===== config.mk =====
export PLATFORM = sky130hd
export DESIGN_NAME = div_unit
export DESIGN_NICKNAME = d
export VERILOG_FILES = /design/src/rtl/div_unit_pkg.sv /design/src/rtl/div_unit.sv
export SDC_FILE = /design/constraint.sdc
export NUM_CORES = 1
export LEC_CHECK = 0
export BUFFER_PORTS_ARGS = -buffer_cell sky130_fd_sc_hd__buf_4
export CAP_MARGIN = 20
export CORE_UTILIZATION = 40
export CTS_BUF_LIST = sky130_fd_sc_hd__clkbuf_4 sky130_fd_sc_hd__clkbuf_8
export DETAILED_ROUTE_END_ITERATION = 6
export PLACE_DENSITY = 0.7
export SLEW_MARGIN = 5
export SYNTH_ARGS = -nofsm -noshare
export SYNTH_HDL_FRONTEND = slang
export SYNTH_SLANG_ARGS = --single-unit
export TNS_END_PERCENT = 1

===== constraint.sdc =====
create_clock -name clk -period 5 [get_ports clk]
set_clock_uncertainty 0.15 [all_clocks]
set_input_delay 1 -clock clk [delete_from_list [all_inputs] [get_ports clk]]
set_output_delay 1 -clock clk [all_outputs]
set_load 0.01 [all_outputs]

===== src/rtl/div_unit_pkg.sv =====
// rtl/div_unit_pkg.sv - shared types and constants for the multicycle signed divider
package div_unit_pkg;

  // Divider control states
  typedef enum logic [1:0] {
    S_IDLE = 2'd0,
    S_CALC = 2'd1,
    S_FIX  = 2'd2,
    S_DONE = 2'd3
  } div_state_t;

  // Nominal iteration count for the 32-bit MIPS datapath
  localparam int DIV_ITER  = 32;
  localparam int DIV_CNT_W = $clog2(DIV_ITER);

endpackage


===== src/rtl/div_unit.sv =====
// rtl/div_unit.sv - restoring shift-subtract signed divider (LO=quotient, HI=remainder)
module div_unit
  import div_unit_pkg::*;
#(
  parameter int WIDTH = 32
) (
  input  logic             clk,
  input  logic             reset,
  input  logic             divOP,
  input  logic [WIDTH-1:0] A,
  input  logic [WIDTH-1:0] B,
  output logic [WIDTH-1:0] resultHigh,
  output logic [WIDTH-1:0] resultLow,
  output logic             busy,
  output logic             done,
  output logic             divZero
);

  // Iteration counter width follows WIDTH; the package value covers the 32-bit build
  localparam int CNT_W = (WIDTH == DIV_ITER) ? DIV_CNT_W : $clog2(WIDTH);
  localparam logic [CNT_W-1:0] LAST_CNT = CNT_W'(WIDTH - 1);
  localparam logic [CNT_W-1:0] CNT_ONE  = CNT_W'(1);
  localparam logic [WIDTH-1:0] ONE      = WIDTH'(1);

  div_state_t       r_state;
  div_state_t       w_next_state;
  logic [CNT_W-1:0] r_cnt;
  logic [WIDTH-1:0] r_rem;
  logic [WIDTH-1:0] r_dvd;
  logic [WIDTH-1:0] r_dvs;
  logic             r_a_neg;
  logic             r_q_neg;
  logic             r_div_zero;
  logic [WIDTH-1:0] r_res_hi;
  logic [WIDTH-1:0] r_res_lo;

  logic             w_busy;
  logic             w_done;
  logic [WIDTH-1:0] w_a_mag;
  logic [WIDTH-1:0] w_b_mag;
  logic             w_b_zero;
  logic [WIDTH:0]   w_rem_shift;
  logic [WIDTH:0]   w_trial;
  logic             w_borrow;
  logic [WIDTH-1:0] w_quo_fix;
  logic [WIDTH-1:0] w_rem_fix;

  // Unsigned magnitudes; |most-negative| is exact as an unsigned WIDTH-bit value
  assign w_a_mag  = A[WIDTH-1] ? (~A + ONE) : A;
  assign w_b_mag  = B[WIDTH-1] ? (~B + ONE) : B;
  assign w_b_zero = (B == '0);

  // One restoring step: shift {rem,dvd} left, trial-subtract the divisor with a borrow bit
  assign w_rem_shift = {r_rem, r_dvd[WIDTH-1]};
  assign w_trial     = w_rem_shift - {1'b0, r_dvs};
  assign w_borrow    = w_trial[WIDTH];

  // Truncate toward zero: quotient takes the XOR of signs, remainder the dividend sign
  assign w_quo_fix = r_q_neg ? (~r_dvd + ONE) : r_dvd;
  assign w_rem_fix = r_a_neg ? (~r_rem + ONE) : r_rem;

  // State register
  always_ff @(posedge clk) begin
    if (reset) begin
      r_state <= S_IDLE;
    end else begin
      r_state <= w_next_state;
    end
  end

  // Next-state decode and status outputs
  always_comb begin
    w_next_state = r_state;
    w_busy       = 1'b0;
    w_done       = 1'b0;
    case (r_state)
      S_IDLE: begin
        if (divOP) begin
          w_next_state = w_b_zero ? S_DONE : S_CALC;
        end
      end
      S_CALC: begin
        w_busy = 1'b1;
        if (r_cnt == LAST_CNT) begin
          w_next_state = S_FIX;
        end
      end
      S_FIX: begin
        w_busy       = 1'b1;
        w_next_state = S_DONE;
      end
      S_DONE: begin
        w_done       = 1'b1;
        w_next_state = S_IDLE;
      end
      default: begin
        w_next_state = S_IDLE;
      end
    endcase
  end

  // Datapath: operand capture, per-cycle quotient bit, final sign fix-up into HI/LO
  always_ff @(posedge clk) begin
    if (reset) begin
      r_cnt      <= '0;
      r_rem      <= '0;
      r_dvd      <= '0;
      r_dvs      <= '0;
      r_a_neg    <= 1'b0;
      r_q_neg    <= 1'b0;
      r_div_zero <= 1'b0;
      r_res_hi   <= '0;
      r_res_lo   <= '0;
    end else begin
      case (r_state)
        S_IDLE: begin
          if (divOP) begin
            r_dvd      <= w_a_mag;
            r_dvs      <= w_b_mag;
            r_a_neg    <= A[WIDTH-1];
            r_q_neg    <= A[WIDTH-1] ^ B[WIDTH-1];
            r_rem      <= '0;
            r_cnt      <= '0;
            r_div_zero <= w_b_zero;
          end
        end
        S_CALC: begin
          r_rem <= w_borrow ? w_rem_shift[WIDTH-1:0] : w_trial[WIDTH-1:0];
          r_dvd <= {r_dvd[WIDTH-2:0], ~w_borrow};
          r_cnt <= r_cnt + CNT_ONE;
        end
        S_FIX: begin
          r_res_lo <= w_quo_fix;
          r_res_hi <= w_rem_fix;
        end
        default: begin
        end
      endcase
    end
  end

  assign resultHigh = r_res_hi;
  assign resultLow  = r_res_lo;
  assign busy       = w_busy;
  assign done       = w_done;
  assign divZero    = r_div_zero;

endmodule


==> run metrics <==
Cell Pwr Density=458 nW/um2; Pre-antenna DRT Iters=5; CP endpoint kind=flop; Die Y=165 um; CTS root buffer=clkbuf_8; core region area=26000 um2; syn avg cell area=7.84 um2; CP delay by family, top=compound AO/OA/AOI/OAI gates; Post-Synthesis Cell Area=10600 um2; peak supply drop=0.190 mV; Nets=1541; WP data arrival=4220 ps; CTS tree=built; Tot Pwr=5590 uW; # DRC=0; CP startpoint kind=flop; clk buf depth=2; Slowest cell on crit path=xnor2_1; Tightest Hold Check Type=flop to flop; Syn Nets=1459; Fin. Hold Viols=0; maxcap violations=0; Via Count=9558; warnings from Yosys=0; sw frac=42.8%; post-route insts no fill=1779; Netlist cell types=56; Setup violations, final=0; IO Pins=134; Worst-Skew Late Latency=470 ps; Post-synth EDFFs=0; CP max stage delay=700 ps; switching pwr=2390 uW; drt first-iter violations=694; CP required=5210 ps; share of cells above drive strength 1=13.6%; Rel. slew slack=26.8%; Cells after DPL=1746; Critical Path, Cell by Cell=inv_1 > ha_1 > fa_1 > nand2b_1 > a21oi_1 > o21ai_0 > o221ai_1 > a31o_2 > a211o_1 > xnor2_1 > nand2_1 > a32o_1; Int Pwr=3190 uW; status=completed; row cnt=59; # diodes=0; initial antenna violation count=0; crit share post-route=80.2%; Routed Antenna Nets=0; commonest cells after routing, fill and taps aside=nand2_1 (177), dfxtp_1 (170), buf_4 (142); RSZ-0062 raised after global routing=false; Layout Area Growth over Synthesis=15.4%; f_max=0.249 GHz; Max H-tree Level=4; clock power share=17.2%; vias in the first global route=8591; Buf/Inv on CP=1; CTS Buf Count=17; drt wl/cell=14.7 um; largest net degree at the start of global routing=79; cts repair resizes=0; Combinational Power Share=45.7%; die area=27100 um2; sequential share of power=37.1%; gate count of the mapped netlist=1349; Total Wirelength=26100 um; CTS clk-pin slew, worst paths=90 ps; GRT Overall Usage=19.4%; Synth async-reset ratio=0%; Reg2Reg Setup Slack=990 ps; setup tns final=0 ps; most common cell after layout, fill and taps aside=nand2_1; sequential area share after synthesis=32.2%; Yosys reg bits=170; post-CTS setup buffer count=0; post-DR vias/cell=5.37; Synth Flop Type=dfxtp_1; CP Class=flop to flop; LEAKAGE=0.00482 uW; Starting Density=40.7%; post-DP HPWL=19300 um; RD Place Congestion=0.886; worst slew pin tran=1100 ps; first-pass GRT wire length=43000 um; Slew Viols, Final=0; WHS=310 ps; # clock sinks=170; input/output buffers=133; Post-CTS Hold Buffers=0; Die Width=165 um; gr ovfl total=0; min cycle time layout=4010 ps; CP max FO=10
worst paths after layout:
check | from | endpoint | cells past startpoint
min | r_dvs[15]$_SDFFE_PP0P_ | r_dvs[15]$_SDFFE_PP0P_ | 2
max reg2reg | r_dvd[31]$_SDFFE_PP0P_ | r_rem[1]$_SDFFE_PP0P_ | 12
min reg2reg | r_dvs[15]$_SDFFE_PP0P_ | r_dvs[15]$_SDFFE_PP0P_ | 2
max | r_dvd[31]$_SDFFE_PP0P_ | r_rem[1]$_SDFFE_PP0P_ | 12
flip-flops by register name, summed over array words and instances (netlist names):
signal	flops
divZero	1
r_a_neg	1
r_cnt	5
r_dvd	32
r_dvs	32
r_q_neg	1
r_rem	32
r_state	2
resultHigh	32
resultLow	32
cell families (layout without fill, tap and decap cells):
logic type	after synthesis	count (layout)	synth area share (%)
AO/OA/AOI/OAI	377	377	23.5
multiplexers	34	34	3.22
AND/OR/NAND/NOR	447	447	19.3
XOR/XNOR	142	142	11.8
flip-flops	170	170	32.2
buffers and inverters	136	231	4.84
adder cells (fa/ha/maj)	43	43	5.16
per-layer routing:
metal	vias to the layer above	global-route usage (%)	wire length, um	share of wire, %
met1	4350	28.2	13100	50
met3	26	3.06	1350	5.2
met4	0	5.75	383	1.5
li1	4967	-	-	-
met5	-	0	0	0
met2	215	29.1	11300	43
worst register-to-register path: cells and delay by family, from the launching register on:
kind                     cells  cell delay [ps]
XOR/XNOR                     1              700
adder cells (fa/ha/maj)      2              410
AND/OR/NAND/NOR              2              300
flip-flops                   1              310
AO/OA/AOI/OAI                6             1870
buffers and inverters        1              170
metrics by stage:
stage	setup WS, ps	instance area (um2)	util (%)
finish	989	12200	47.0
global route	715	12200	47.0
detailed placement	697	11800	45.4
global placement	737	11800	45.4
floorplan	992	10600	-
CTS	1020	12200	46.9
cell type report:
type / instances / area, um2
Clock buffer: 17 / 234
Clock inverter: 15 / 145
Fill cell: 2575 / 13800
Inverter: 56 / 210
Multi-Input combinational cell: 1043 / 6710
Sequential cell: 170 / 3400
Tap cell: 335 / 419
Timing Repair Buffer: 143 / 1090
power groups by stage:
stage	logic [uW]	registers, uW	clock network [uW]
floorplan	1750	2070	0
global placement	2520	2080	0
detailed placement	2550	2100	0
CTS	2550	2070	980
global route	2880	2130	1040
finish	2550	2070	963
Yosys cell counts (15+ instances only):
library cell | count | area (um2)
nand2_1 | 177 | 664
nor3_1 | 15 | 75.1
xor2_1 | 106 | 928
o21ai_0 | 101 | 505
a21oi_1 | 61 | 305
inv_1 | 56 | 210
clkbuf_1 | 71 | 267
xnor2_1 | 36 | 315
o41ai_1 | 16 | 140
ha_1 | 42 | 526
nor2_1 | 141 | 529
a211oi_1 | 90 | 676
dfxtp_1 | 170 | 3400
mux2i_1 | 34 | 340
o31ai_1 | 30 | 225
nand3_1 | 17 | 85.1
(Power assumes the default switching activity.)
